**config.mk**
```make
export PLATFORM = sky130hd
export DESIGN_NAME = key_turn_ctrl_flat
export DESIGN_NICKNAME = d
export VERILOG_FILES = /design/src/rtl/key_turn_if.sv /design/src/rtl/key_turn_ctrl.sv /design/src/flat_wrapper.sv
export SDC_FILE = /design/constraint.sdc
export NUM_CORES = 1
export LEC_CHECK = 0
export ABC_AREA = 1
export CELL_PAD_IN_SITES_DETAIL_PLACEMENT = 1
export CELL_PAD_IN_SITES_GLOBAL_PLACEMENT = 2
export CORE_ASPECT_RATIO = 1.5
export CORE_MARGIN = 2
export CORE_UTILIZATION = 35
export CTS_CLUSTER_DIAMETER = 150
export CTS_CLUSTER_SIZE = 20
export DETAILED_ROUTE_END_ITERATION = 6
export GPL_ROUTABILITY_DRIVEN = 0
export PLACE_DENSITY = 0.86
export SLEW_MARGIN = 40
export SYNTH_ARGS = -nofsm -noshare
export SYNTH_HDL_FRONTEND = slang
export SYNTH_SLANG_ARGS = --single-unit
```
**constraint.sdc**
```tcl
create_clock -name clock -period 2.81 [get_ports clock]
set_input_delay 0.562 -clock clock [delete_from_list [all_inputs] [get_ports clock]]
set_output_delay 0.562 -clock clock [all_outputs]
set_load 0.02 [all_outputs]
```
**src/rtl/key_turn_if.sv**
```systemverilog
// Handshake bundle between the game sequencer/buttons and the turn controller.
interface key_turn_if;
    logic       start;
    logic       halt;
    logic       key_l;
    logic       key_r;
    logic       LK;
    logic       RK;
    logic [1:0] turn;
    logic       foul;
    logic       timeout;

    modport master (
        output start, halt, key_l, key_r,
        input  LK, RK, turn, foul, timeout
    );

    modport slave (
        input  start, halt, key_l, key_r,
        output LK, RK, turn, foul, timeout
    );
endinterface

```
**src/rtl/key_turn_ctrl.sv**
```systemverilog
// Button conditioning and turn arbitration feeding the per-position light FSMs.
//
// state   | meaning
// --------+-----------------------------------------------
// S_IDLE  | no game running, turn = 00, presses ignored
// S_LEFT  | left (red) player holds the turn, turn = 10
// S_RIGHT | right (green) player holds the turn, turn = 01
module key_turn_ctrl #(
    parameter int TIMEOUT = 16,
    parameter int LOCKOUT = 4
) (
    input logic       clock,
    input logic       reset,
    key_turn_if.slave bus
);
    localparam logic [1:0] S_IDLE  = 2'd0;
    localparam logic [1:0] S_LEFT  = 2'd1;
    localparam logic [1:0] S_RIGHT = 2'd2;

    localparam int TW = $clog2(TIMEOUT);
    localparam int LW = (LOCKOUT > 0) ? $clog2(LOCKOUT + 1) : 1;

    logic [1:0]    state, state_n;
    logic [TW-1:0] timer, timer_n;
    logic [LW-1:0] lock_cnt, lock_n;
    logic [1:0]    turn_n;
    logic          lk_n, rk_n, foul_n, to_n;

    logic sl1, sl2, sl3;
    logic sr1, sr2, sr3;
    logic press_l, press_r;
    logic locked, mine, other, expired;

    // s1/s2 resolve metastability, s3 holds the previous settled value for edge detect
    always_ff @(posedge clock or posedge reset) begin
        if (reset) begin
            sl1 <= 1'b0;
            sl2 <= 1'b0;
            sl3 <= 1'b0;
            sr1 <= 1'b0;
            sr2 <= 1'b0;
            sr3 <= 1'b0;
        end else begin
            sl1 <= bus.key_l;
            sl2 <= sl1;
            sl3 <= sl2;
            sr1 <= bus.key_r;
            sr2 <= sr1;
            sr3 <= sr2;
        end
    end

    always_comb begin
        press_l = sl2 & ~sl3;
        press_r = sr2 & ~sr3;
        locked  = (lock_cnt != '0);
        mine    = (state == S_LEFT) ? press_l : press_r;
        other   = (state == S_LEFT) ? press_r : press_l;
        expired = (timer == TW'(TIMEOUT - 1));

        state_n = state;
        timer_n = timer;
        lock_n  = locked ? (lock_cnt - LW'(1)) : '0;
        lk_n    = 1'b0;
        rk_n    = 1'b0;
        foul_n  = 1'b0;
        to_n    = 1'b0;

        if (bus.halt) begin
            state_n = S_IDLE;
            timer_n = '0;
            lock_n  = '0;
        end else begin
            case (state)
                S_IDLE: begin
                    timer_n = '0;
                    if (bus.start) state_n = S_LEFT;
                end
                S_LEFT, S_RIGHT: begin
                    // accepted press outranks expiry, expiry outranks a foul
                    if (!locked && mine) begin
                        lk_n    = (state == S_LEFT);
                        rk_n    = (state == S_RIGHT);
                        state_n = (state == S_LEFT) ? S_RIGHT : S_LEFT;
                        timer_n = '0;
                        lock_n  = LW'(LOCKOUT);
                    end else if (expired) begin
                        to_n    = 1'b1;
                        state_n = (state == S_LEFT) ? S_RIGHT : S_LEFT;
                        timer_n = '0;
                    end else begin
                        timer_n = timer + TW'(1);
                        foul_n  = !locked && other;
                    end
                end
                default: begin
                    state_n = S_IDLE;
                    timer_n = '0;
                end
            endcase
        end

        case (state_n)
            S_LEFT:  turn_n = 2'b10;
            S_RIGHT: turn_n = 2'b01;
            default: turn_n = 2'b00;
        endcase
    end

    always_ff @(posedge clock or posedge reset) begin
        if (reset) begin
            state       <= S_IDLE;
            timer       <= '0;
            lock_cnt    <= '0;
            bus.turn    <= 2'b00;
            bus.LK      <= 1'b0;
            bus.RK      <= 1'b0;
            bus.foul    <= 1'b0;
            bus.timeout <= 1'b0;
        end else begin
            state       <= state_n;
            timer       <= timer_n;
            lock_cnt    <= lock_n;
            bus.turn    <= turn_n;
            bus.LK      <= lk_n;
            bus.RK      <= rk_n;
            bus.foul    <= foul_n;
            bus.timeout <= to_n;
        end
    end
endmodule

```
**src/flat_wrapper.sv**
```systemverilog
// flat-port wrapper written by rule: the top's interface ports become plain ports
module key_turn_ctrl_flat 
#(
    parameter int TIMEOUT = 16,
    parameter int LOCKOUT = 4
)
  (clock, reset, bus_start, bus_halt, bus_key_l, bus_key_r, bus_LK, bus_RK, bus_turn, bus_foul, bus_timeout);
  key_turn_if bus_i ();
  input logic clock;
  input logic reset;
  input wire logic [$bits(bus_i.start)-1:0] bus_start;
  input wire logic [$bits(bus_i.halt)-1:0] bus_halt;
  input wire logic [$bits(bus_i.key_l)-1:0] bus_key_l;
  input wire logic [$bits(bus_i.key_r)-1:0] bus_key_r;
  output wire logic [$bits(bus_i.LK)-1:0] bus_LK;
  output wire logic [$bits(bus_i.RK)-1:0] bus_RK;
  output wire logic [$bits(bus_i.turn)-1:0] bus_turn;
  output wire logic [$bits(bus_i.foul)-1:0] bus_foul;
  output wire logic [$bits(bus_i.timeout)-1:0] bus_timeout;
  assign bus_i.start = bus_start;
  assign bus_i.halt = bus_halt;
  assign bus_i.key_l = bus_key_l;
  assign bus_i.key_r = bus_key_r;
  assign bus_LK = bus_i.LK;
  assign bus_RK = bus_i.RK;
  assign bus_turn = bus_i.turn;
  assign bus_foul = bus_i.foul;
  assign bus_timeout = bus_i.timeout;
  key_turn_ctrl #(.TIMEOUT(TIMEOUT), .LOCKOUT(LOCKOUT)) u_core (.clock(clock), .reset(reset), .bus(bus_i));
endmodule
```
Word-level counts from Yosys, hierarchy flattened --
Cells that the tools add are included.
Storage, ports and cells: output and inout port bits 6, register bits after elaboration 21, input port bits 6, word-level logic and storage cells 62
Operators by class: add/sub/neg operators 2, bitwise operators 4, multiplexer cells 31, reduce and logical (&&, ||, !) cells 6, equal/unequal tests 5
Operators by type and width (number):
- 1-bit two-way mux | 16
- 4-bit two-way mux | 4
- 3-bit two-way mux | 4
- 2-bit two-way mux | 5
- 2-bit case mux with 2 select lines | 2
- 4-bit by 1-bit adder with 4-bit output (second input constant) | 1
- 2-bit by 1-bit equality test with 1-bit output (second input constant) | 2
- 2-bit equality test (second input constant) | 2
- 4-bit equality test (second input constant) | 1
- 3-bit nonzero test | 1
- 3-bit by 1-bit subtractor with 3-bit output (second input constant) | 1
- 1-bit AND | 2
- 1-bit logical AND | 2
- 2-bit zero test | 1
- 1-bit inverter | 2
- 2-bit OR reduction | 1
- 1-bit zero test | 1

Depth between registers and ports, before layout --
Gate-level depths: netlist (run 1).
depth in word-level cells 9, depth in mapped cells 11, depth with buffers taken out 11

Least setup slack after synthesis (run 1) --
OpenSTA, ideal clock, no wires.
kind register -> register, from reg u_core.state[1], to reg u_core.bus.turn[0], cell stages (with the launch flop) 12, path slack 1.470 ns, data required time 2.694 ns, path buffers 0, setup time 0.116 ns, data arrival time 1.224 ns, clock period less this slack 1.340 ns, path through dfrtp_1 > inv_1 > ha_1 > inv_1 > nand2_1 > nand3_2 > nand2_1 > nand2_1 > nand2_1 > nand2_2 > nand2_1 > nor2_1
Between the ends: cells in the longest elaborated chain, start to end 8, elaborated cells between the ends (all ways) 15, classes of those cells 4 x eq/ne; 8 x mux; 3 x reduce/logical
Ends and longest elaborated chain:
- start: declaration | line key_turn_ctrl.sv:23 | logic [1:0] state, state_n;
- start signal: assignment | line key_turn_ctrl.sv:121 | state <= state_n;
- 2-bit by 1-bit equality test with 1-bit output
- 2-bit two-way mux / 1-bit two-way mux (equally long branches) | line key_turn_ctrl.sv:84, key_turn_ctrl.sv:89, key_turn_ctrl.sv:57
- 2-bit two-way mux / 1-bit logical AND (equally long branches) | line key_turn_ctrl.sv:87, key_turn_ctrl.sv:81
- 2-bit two-way mux | line key_turn_ctrl.sv:81 | if (!locked && mine) begin
- 2-bit case mux with 2 select lines * | line key_turn_ctrl.sv:74 | case (state)
- 2-bit two-way mux * | line key_turn_ctrl.sv:69 | if (bus.halt) begin
- 2-bit equality test / 2-bit by 1-bit equality test with 1-bit output (equally long branches) | line key_turn_ctrl.sv:103 | case (state_n)
- 2-bit case mux with 2 select lines * | line key_turn_ctrl.sv:103
- net u_core.turn_n[0] | line key_turn_ctrl.sv:26 | logic [1:0] turn_n;
- end signal: assignment | line key_turn_ctrl.sv:124 | bus.turn <= turn_n;
- end: declaration | line key_turn_if.sv:20 | output LK, RK, turn, foul, timeout
The timed path passes the listed nets; every way through them passes the cells marked *.

Worst setup path in the final report (run 1) --
from reg u_core.bus.timeout, to out bus_timeout
RTL lines:
- start: declaration | line key_turn_if.sv:20
- start signal: assignment | line key_turn_ctrl.sv:128 | bus.timeout <= to_n;
- end: declaration | line flat_wrapper.sv:19 | output wire logic [$bits(bus_i.timeout)-1:0] bus_timeout;
No word-level cell between the ends.

==> results, run 1 <==
- The area of the die is ~3100 µm².
- Entering global routing, the biggest net connects 22 pins.
- The number of DRC violations after detailed-routing iteration 0 is 5.
- For the worst setup path, the data required time is around 2.3 ns.
- For the final database, setup skew stands at between 0.004 and 0.005 ns.
- Static timing analysis puts the maximum clock frequency at between 500 and 600 MHz.
- In the routed layout, each cell is associated on average with a via count of 4.35.
- For this run, design rule violations remaining after detail routing come to 0.
- The number of antenna violations at the first check in global routing is 0.
- The worst register-to-register path begins at u_core.state[1]$_DFF_PP0_.
- The clock net sink count is 21.
- Synthesis produced a little under 100 cells.
- The Yosys step of the flow raised 0 warnings.
- The final layout contains routed wiring with a total length of ~1800 µm.
- The element type at the critical path start is a register.
- The core region is 2620 µm².
- Counting instances, the worst hold path has a depth of 0.
- The transition time at the pin with the least slew margin is roughly 0.42 ns.
- In the final routed layout, each cell accounts on average for 11.7 µm.
- Summed over all instances, the cell type with the most area after synthesis is dfrtp_1.
- Setup repair after global routing left no endpoint under its margin.
- The capture endpoint of the worst hold path is u_core.sl2$_DFF_PP0_.
- The completed layout was analyzed and its total power is about 880 µW.
- Power spread over the standard cell area amounts to ~770 nW/µm².
- Ranked by instance count, the synthesized netlist is headed by nand2_1, dfrtp_1, inv_1.
- The area added between synthesis and finish is 21.5%.
- Counting the fill cells in the layout gives 308.
- Synthesis inferred 21 register bits.
- The type of destination of the critical path is an output port.
- The repair_antennas step left the layout with diodes totalling 0.
- Across the run, the number of max-cap violations was 0.
- After global routing the overflow that remains totals 0.
- The endpoint of the worst-slack reg-to-reg timing path is u_core.bus.turn[1]$_DFF_PP0_.
- In the final layout, the share of cells above drive strength 1 is about a tenth.
- The CTS tree is built.
- The final-report hold violation count is 0.
- The first global-routing pass estimated about 3200 µm of wire.
- The number of nets in the final layout is roughly 130.
- The cell with the largest stage delay on the worst path is clkdlybuf4s50_1.
- The first-pass iteration count of the detailed router is 3.
- In this run the register-to-register setup slack is ~1.3 ns.
- Once the clock tree was built, the resizer swapped 0 gates to a different size.
- The dominant delay contributor by cell family on the critical path is buffers and inverters.
- Sorting the synthesized cells by area gives the leading types as dfrtp_1, nand2_1, ha_1.
- The total area of sequential cells is approximately 530 µm².
- Hold timing on the final database bottoms out at a slack of between 0.3 and 0.4 ns.
- The count of flip-flops with a built-in enable after synthesis is 0.
- The placed wire-length estimate is 1440 µm.
- Buffers placed on the I/O ports in this run total 11.
- The H-tree level count is 1.
- Setup violations remaining at the end of the flow were counted as 0.
- The depth of the critical timing path with buffers and inverters included is 1.
- The number of clock buffers added by TritonCTS is 3.
- After clock tree synthesis, the setup repair step added 0 buffers.
- The number of different library cells used by synthesis comes to 20.
- The critical path is of the register to output port type.
- The antenna violation net count after detailed routing is 0.
- Of all flip-flops after synthesis, the portion carrying an async set or reset was 100%.
- Global routing consumed, over all layers together, roughly 14% of the routing resources.
- The cell area after synthesis is 941 µm².
- After clock tree synthesis, the flow added hold-fix buffers numbering 0.
- The reported leakage power is 0.595 nW.
- The max-slew headroom at the worst pin is 71.8%.
- The horizontal extent of the die is ~46 µm.
- For this run, the slowest stage of the critical path takes 0.60 ns.
- The clock period minus final worst setup slack is 1.76 ns.
- Clock-pin slew was measured on the worst setup and hold paths at approximately 0.080 ns.
- The total area of multi-input combinational cells is 347 µm².
- The number of global-route vias before repair was ~740.
- The critical path goes through clkdlybuf4s50_1.
- The number of pins with negative max-slew slack in the final report came to 0.
- VDD sags by at most roughly 370 µV.
- The count of buffer and inverter cells on the critical path is 1.
- The share of synthesized area occupied by flip-flops and latches is 55.9%.
- In the finished design, the share of the clock period the worst path needs comes to between 60% and 70%.
- The starting utilization of the core area is between 30% and 40%.
- The number of nets handed over by synthesis was between 100 and 150.
- The aggregate negative setup slack is 0 ns.
- The arrival time reported for the critical path endpoint is roughly 1.2 ns.
- The most frequent cell after synthesis is nand2_1.
- The type of the most critical hold path is register to register.
- The floorplan has 23 rows.
- Clock latency on the worst-skew pair, taken at its later pin, is 0.26 ns.
- The via count is 657.
- The run finished with clean final reports.
- Averaged over all synthesized cells, the footprint is between 9 and 10 µm².
- The number of I/O pins is 12.
- The critical hold path startpoint is u_core.sl1$_DFF_PP0_.
- The worst register-to-register path has a depth of 10.
- The clock root buffer is clkbuf_8.
- The fraction of synthesized cell area taken by the top area cell type is between 50% and 60%.
- No sink is reached through more buffers than the 2 on the longest clock path.
- For this run, the leading register cell type out of synthesis is dfrtp_1.
- Along the worst path, the maximum fanout reaches 1.
- The y dimension of the die is approximately 68 µm.
==> cell usage in the layout (no fill, tap or decap) <==
cell type / synthesis / layout
clkinv_2: 1 / 2
nor2_8: 1 / 1
nor2_2: 1 / 1
o21ai_0: 1 / 1
xor2_1: 1 / 1
nand2_4: 1 / 1
nor2_1: 9 / 9
dfrtp_1: 21 / 21
ha_1: 6 / 6
a211oi_1: 1 / 1
nand2_2: 1 / 1
clkdlybuf4s50_1: 0 / 11
inv_2: 1 / 2
a21oi_1: 2 / 2
nor4_1: 2 / 2
nand3_1: 7 / 7
clkbuf_8: 0 / 3
nand4_1: 2 / 2
inv_1: 16 / 15
nand3_2: 1 / 1
nand2_1: 22 / 22
nor3_1: 2 / 2
==> layer usage <==
metal	vias up	part of all wire (%)	track usage [%]
met5	-	0	0
met3	4	2.7	3.21
li1	333	-	-
met1	313	39	16.6
met4	0	1.9	7.50
met2	7	56	24.1
==> where the power goes <==
group / total (mW) / leakage (nW) / internal (mW) / switching, mW
Combinational: 0.312 / 0.294 / 0.115 / 0.197
Clock: 0.195 / 0.0255 / 0.0987 / 0.0964
Sequential: 0.377 / 0.275 / 0.344 / 0.0333
==> layout make-up <==
| type | count | area share (%) |
|---|---|---|
| inverter | 18 | 6.02 |
| clock inverter | 1 | 0.438 |
| timing repair buffer | 11 | 9.63 |
| multi-input combinational | 60 | 30.3 |
| tap | 37 | 4.05 |
| clock buffer | 3 | 3.61 |
| sequential | 21 | 46.0 |
==> worst max path at each step <==
stage                                            start                      endpoint  slack (ns)
after floorplan              u_core.state[1]$_DFF_PP0_  u_core.bus.turn[0]$_DFF_PP0_        1.47
after global placement                        bus_halt     u_core.bus.foul$_DFF_PP0_        1.09
after detailed placement                      bus_halt     u_core.bus.foul$_DFF_PP0_        1.03
after CTS                 u_core.bus.timeout$_DFF_PP0_                   bus_timeout        1.04
after global routing      u_core.bus.timeout$_DFF_PP0_                   bus_timeout        1.01
final                     u_core.bus.timeout$_DFF_PP0_                   bus_timeout        1.05
==> metrics by stage <==
stage	utilization (%)	instance area, µm²	cells	setup WS [ns]
6_report	43.7	1140	151	1.05
5_1_grt	43.7	1140	151	1.01
4_1_cts	43.7	1140	151	1.04
3_5_place_dp	41.9	1100	147	1.03
3_3_place_gp	41.9	1100	147	1.09
2_1_floorplan	-	941	99	1.47
==> registers in the layout, summed over array words and instances, names as in the netlist <==
signal	cells
u_core.bus.LK	1
u_core.bus.RK	1
u_core.bus.foul	1
u_core.bus.timeout	1
u_core.bus.turn	2
u_core.lock_cnt	3
u_core.sl1	1
u_core.sl2	1
u_core.sl3	1
u_core.sr1	1
u_core.sr2	1
u_core.sr3	1
u_core.state	2
u_core.timer	4
==> logic make-up after synthesis <==
family                     Yosys count  share of synthesized area, %
and+or+nand+nor                     49                          25.5
AOI/OAI and AO/OA                    4                          2.39
DFF                                 21                          55.9
buffers and inverters               18                          7.31
adders and majority gates            6                          7.98
xor gates and xnor gates             1                         0.931
No activity file was read; power rests on OpenSTA's default activity.
==> inputs of run 2 (changes only) <==
--- a/config.mk
+++ b/config.mk
@@ -10,12 +10,12 @@
 export CELL_PAD_IN_SITES_GLOBAL_PLACEMENT = 2
 export CORE_ASPECT_RATIO = 1.5
 export CORE_MARGIN = 2
-export CORE_UTILIZATION = 35
+export CORE_UTILIZATION = 33
 export CTS_CLUSTER_DIAMETER = 150
 export CTS_CLUSTER_SIZE = 20
 export DETAILED_ROUTE_END_ITERATION = 6
 export GPL_ROUTABILITY_DRIVEN = 0
-export PLACE_DENSITY = 0.86
+export PLACE_DENSITY = 0.82
 export SLEW_MARGIN = 40
 export SYNTH_ARGS = -nofsm -noshare
 export SYNTH_HDL_FRONTEND = slang
==> constraint.sdc (replaced) <==
create_clock -name clock -period 1.8 [get_ports clock]
set_input_delay 0.36 -clock clock [delete_from_list [all_inputs] [get_ports clock]]
set_output_delay 0.36 -clock clock [all_outputs]
set_load 0.02 [all_outputs]
==> run 2 against run 1 <==
Against the previous run:
- clock skew decreased by 0.0016 ns
- sequential power increased by 56%
- sequential cell count unchanged
- critical path depth increased by 5
- total power increased by 59%
- wire length increased by 8.5%
- register-to-register slack got worse by 1.1 ns
- via count increased by 4.6%
- largest cell class unchanged
- non-clock buffer count increased by 1
- critical endpoint is now u_core.bus.foul$_DFF_PP0_
- sequential share of layout area decreased by 0.40 points
- count of clock-buffer cells in the layout unchanged
- first-iteration DRC count decreased by 20%
==> results, run 2 (same netlist as run 1, synthesis figures left out) <==
- The flow ran to the end, and the final reports show no timing, DRC or antenna violations.
- The share of the clock period used by the worst path is around nine tenths.
- Summed over all cells, the static leakage comes to 0.597 nW.
- The antenna diode instance count is 0.
- The critical path start-end classification is register to register.
- Per report_power, the clock group accounts for between 20% and 30% of the total.
- The leading cell type in the layout, fill and taps excluded is nand2_1.
- For this configuration, the core starts out at a cell density of a little over a third.
- The largest registers in the layout are u_core.timer (4), u_core.lock_cnt (3).
- The antenna violation net count after detailed routing is 0.
- TritonCTS built the clock tree.
- Summing over every cut layer, the via total after detailed routing is between 600 and 700.
- The type of destination of the critical path is a register.
- Counting along the longest clock path gives a buffer depth of 2.
- After detailed routing, the number of vias per cell comes to around 4.5.
- Static timing analysis puts the maximum clock frequency at 624 MHz.
- In this run the count of I/O pins placed on the die edge is 12.
- Wire segments on met2 add up to about 1000 µm in the final route.
- The number of global-route vias before repair is 765.
- The number of buffers inserted by port buffering is 11.
- The region available for standard cell placement spans 2710 µm².
- The cell occurring most often along the worst timing path is inv_1.
- The area added between synthesis and finish is 22.6%.
- The clock net sink count is 21.
- The fraction of power consumed by sequential logic is between 40% and 50%.
- Setup repair after global routing left no endpoint under its margin.
- The number of pins with negative max-slew slack in the final report is 0.
- The worst ir drop on vdd is around 400 µV.
- The register with the most flip-flops in the layout has 4 of them.
- The total met3 wirelength after detailed routing is 38 µm.
- Counting both buffers and inverters, the worst setup path holds a total of 2.
- The final count of negative-setup-slack endpoints is 0.
- The tool flagged a number of max-cap violations equal to 0.
- The number of standard-cell rows in the floorplan is 23.
- In the final routed layout, each cell accounts on average for around 13 µm.
- The count of fill cells added during filler insertion is 340.
- The sequential cells in the finished layout cover a total of roughly 530 µm².
- The dominant delay contributor by cell family on the critical path is simple AND/OR/NAND/NOR gates.
- The total power is about 1.4 mW.
- The clock period minus final worst setup slack is roughly 1.6 ns.
- The number of antenna violations at the first check in global routing is 0.
- The analysis attributes to net switching a power of 532 µW.
- The number of remaining DRC errors is 0.
- After clock tree synthesis, the repair step resized 0 gates.
- The register with the most flip-flops is u_core.timer.
- In the layout the commonest cells are nand2_1, dfrtp_1, inv_1.
- The first global-routing pass estimated between 3000 and 4000 µm of wire.
- The H-tree level count is 1.
- In the final layout, the share of cells above drive strength 1 is 10.4%.
- The multi-input combinational cells in the finished layout cover a total of approximately 350 µm².
- The clock reaches the later pin of the worst-skew pair after 0.26 ns.
- Dividing total power by cell area gives a power density of 1220 nW/µm².
- The first-pass iteration count of the detailed router is 3.
- For the worst setup path, the data arrival time is between 1.5 and 2 ns.
- The horizontal extent of the die is 47.6 µm.
- The combinational share of power is a little over a third.
- The aggregate negative setup slack is 0 ns.
- Cell internal power was estimated by the tool at roughly 870 µW.
- The remaining global-route overflow is 0.
- The final-report hold violation count was 0.
- The total routed wirelength is 1920 µm.
- The max-slew headroom at the worst pin is between 80% and 90%.
- The element type at the critical path start is a register.
- The switching share of power is approximately 38%.
- The highest fanout seen on the critical path is 6.
- At the pin with the least slew margin, the transition time is between 0.2 and 0.3 ns.
- Entering global routing, the biggest net connects 22 pins.
- The cell with the largest stage delay on the worst path is dfrtp_1.
- On the final layout, the worst clock skew is a little under 0.003 ns.
- The global-route usage over all layers is 14.0%.
- The number of nets in the final layout is around 130.
- In the final routing, the length of wire on met1 measures roughly 820 µm.
- The y dimension of the die is 69.4 µm.
- The die covers ~3300 µm².
- The number of setup buffers added after CTS is 0.
- TritonCTS created 3 clock buffers.
- For this run, the slowest stage of the critical path takes ~0.45 ns.
- The endpoint required time on the critical path is approximately 2 ns.
- In this run the worst hold path is classified as register to register.
- Traced cell by cell, the critical path runs through inv_1 > ha_1 > nand2_1 > inv_1 > nand3_1 > nor4_1.
- The number of DRC violations after detailed-routing iteration 0 is 4.
- The number of buffers added to fix hold violations after cts is 0.
- The placed wire-length estimate is between 1000 and 1500 µm.
- After clock tree synthesis, the clock-pin slew on the worst setup and hold paths is around 0.08 ns.
- The clock root buffer is clkbuf_8.
- In this run the top signal layer used is met4.
-- run 2: cell types whose count changed in the layout (fill, tap and decap cells not counted), sizes merged --
| cell | before | now |
|---|---|---|
| clkinvlp | 0 | 1 |
| clkinv | 2 | 1 |
| buf | 0 | 1 |
-- run 2: final cells by class --
type	count	area share, %
inverter	18	5.97
tap	37	4.01
clock buffer	3	3.58
clock inverter	1	0.651
multi-input combinational	60	30.0
timing repair buffer	12	10.2
sequential	21	45.6
-- run 2: layer usage --
| layer | up-vias | track usage, % |
|---|---|---|
| met2 | 7 | 23.4 |
| met4 | 0 | 7.21 |
| met3 | 4 | 2.34 |
| met1 | 339 | 15.9 |
| li1 | 337 | - |
| met5 | - | 0 |
-- run 2: path summary, 6_finish.rpt --
path / start / to / slack (ns) / cells after the start
max: u_core.state[0]$_DFF_PP0_ / u_core.bus.foul$_DFF_PP0_ / 0.20 / 6
max reg2reg: u_core.state[0]$_DFF_PP0_ / u_core.bus.foul$_DFF_PP0_ / 0.20 / 6
min in group asynchronous: reset / u_core.sr3$_DFF_PP0_ / 0.42 / 3
max in group asynchronous: reset / u_core.lock_cnt[1]$_DFF_PP0_ / 1.16 / 3
min reg2reg: u_core.sl1$_DFF_PP0_ / u_core.sl2$_DFF_PP0_ / 0.37 / 0
min: u_core.sl1$_DFF_PP0_ / u_core.sl2$_DFF_PP0_ / 0.37 / 0
-- run 2: worst reg2reg max path: stages (launching register included) --
cell	delay, ns
dfrtp_1	0.45
inv_1	0.10
ha_1	0.33
nand2_1	0.10
inv_1	0.10
nand3_1	0.16
nor4_1	0.25
-- run 2: power groups by stage --
stage	combinational, mW	clock, mW	sequential (mW)
floorplan	0.344	0	0.613
global placement	0.487	0	0.598
detailed placement	0.499	0	0.602
CTS	0.504	0.337	0.592
global route	0.563	0.350	0.601
finish	0.493	0.324	0.590
-- run 2: metrics by stage --
stage / cell area, µm² / utilization, % / instances / hold WS [ns] / setup WS, ns
4_1_cts: 1150 / 42.6 / 152 / 0.370 / 0.202
6_report: 1150 / 42.6 / 152 / 0.367 / 0.198
2_1_floorplan: 941 / - / 99 / 0.331 / 0.460
5_1_grt: 1150 / 42.6 / 152 / 0.373 / 0.0217
3_5_place_dp: 1100 / 40.8 / 148 / 0.350 / 0.113
3_3_place_gp: 1100 / 40.8 / 148 / 0.332 / 0.161
==> inputs of run 3 (changes only) <==
==> constraint.sdc (replaced) <==
create_clock -name clock -period 1.8 [get_ports clock]
set_input_delay 0.36 -clock clock [delete_from_list [all_inputs] [get_ports clock]]
set_output_delay 0.36 -clock clock [all_outputs]
set_load 0.01 [all_outputs]
==> results of run 3 <==
The final DEF is identical to that of run 2. Status: completed.
Among the figures that moved: total power 1.41 mW -> 1.39 mW; worst IR drop on VDD 400 µV -> 399 µV
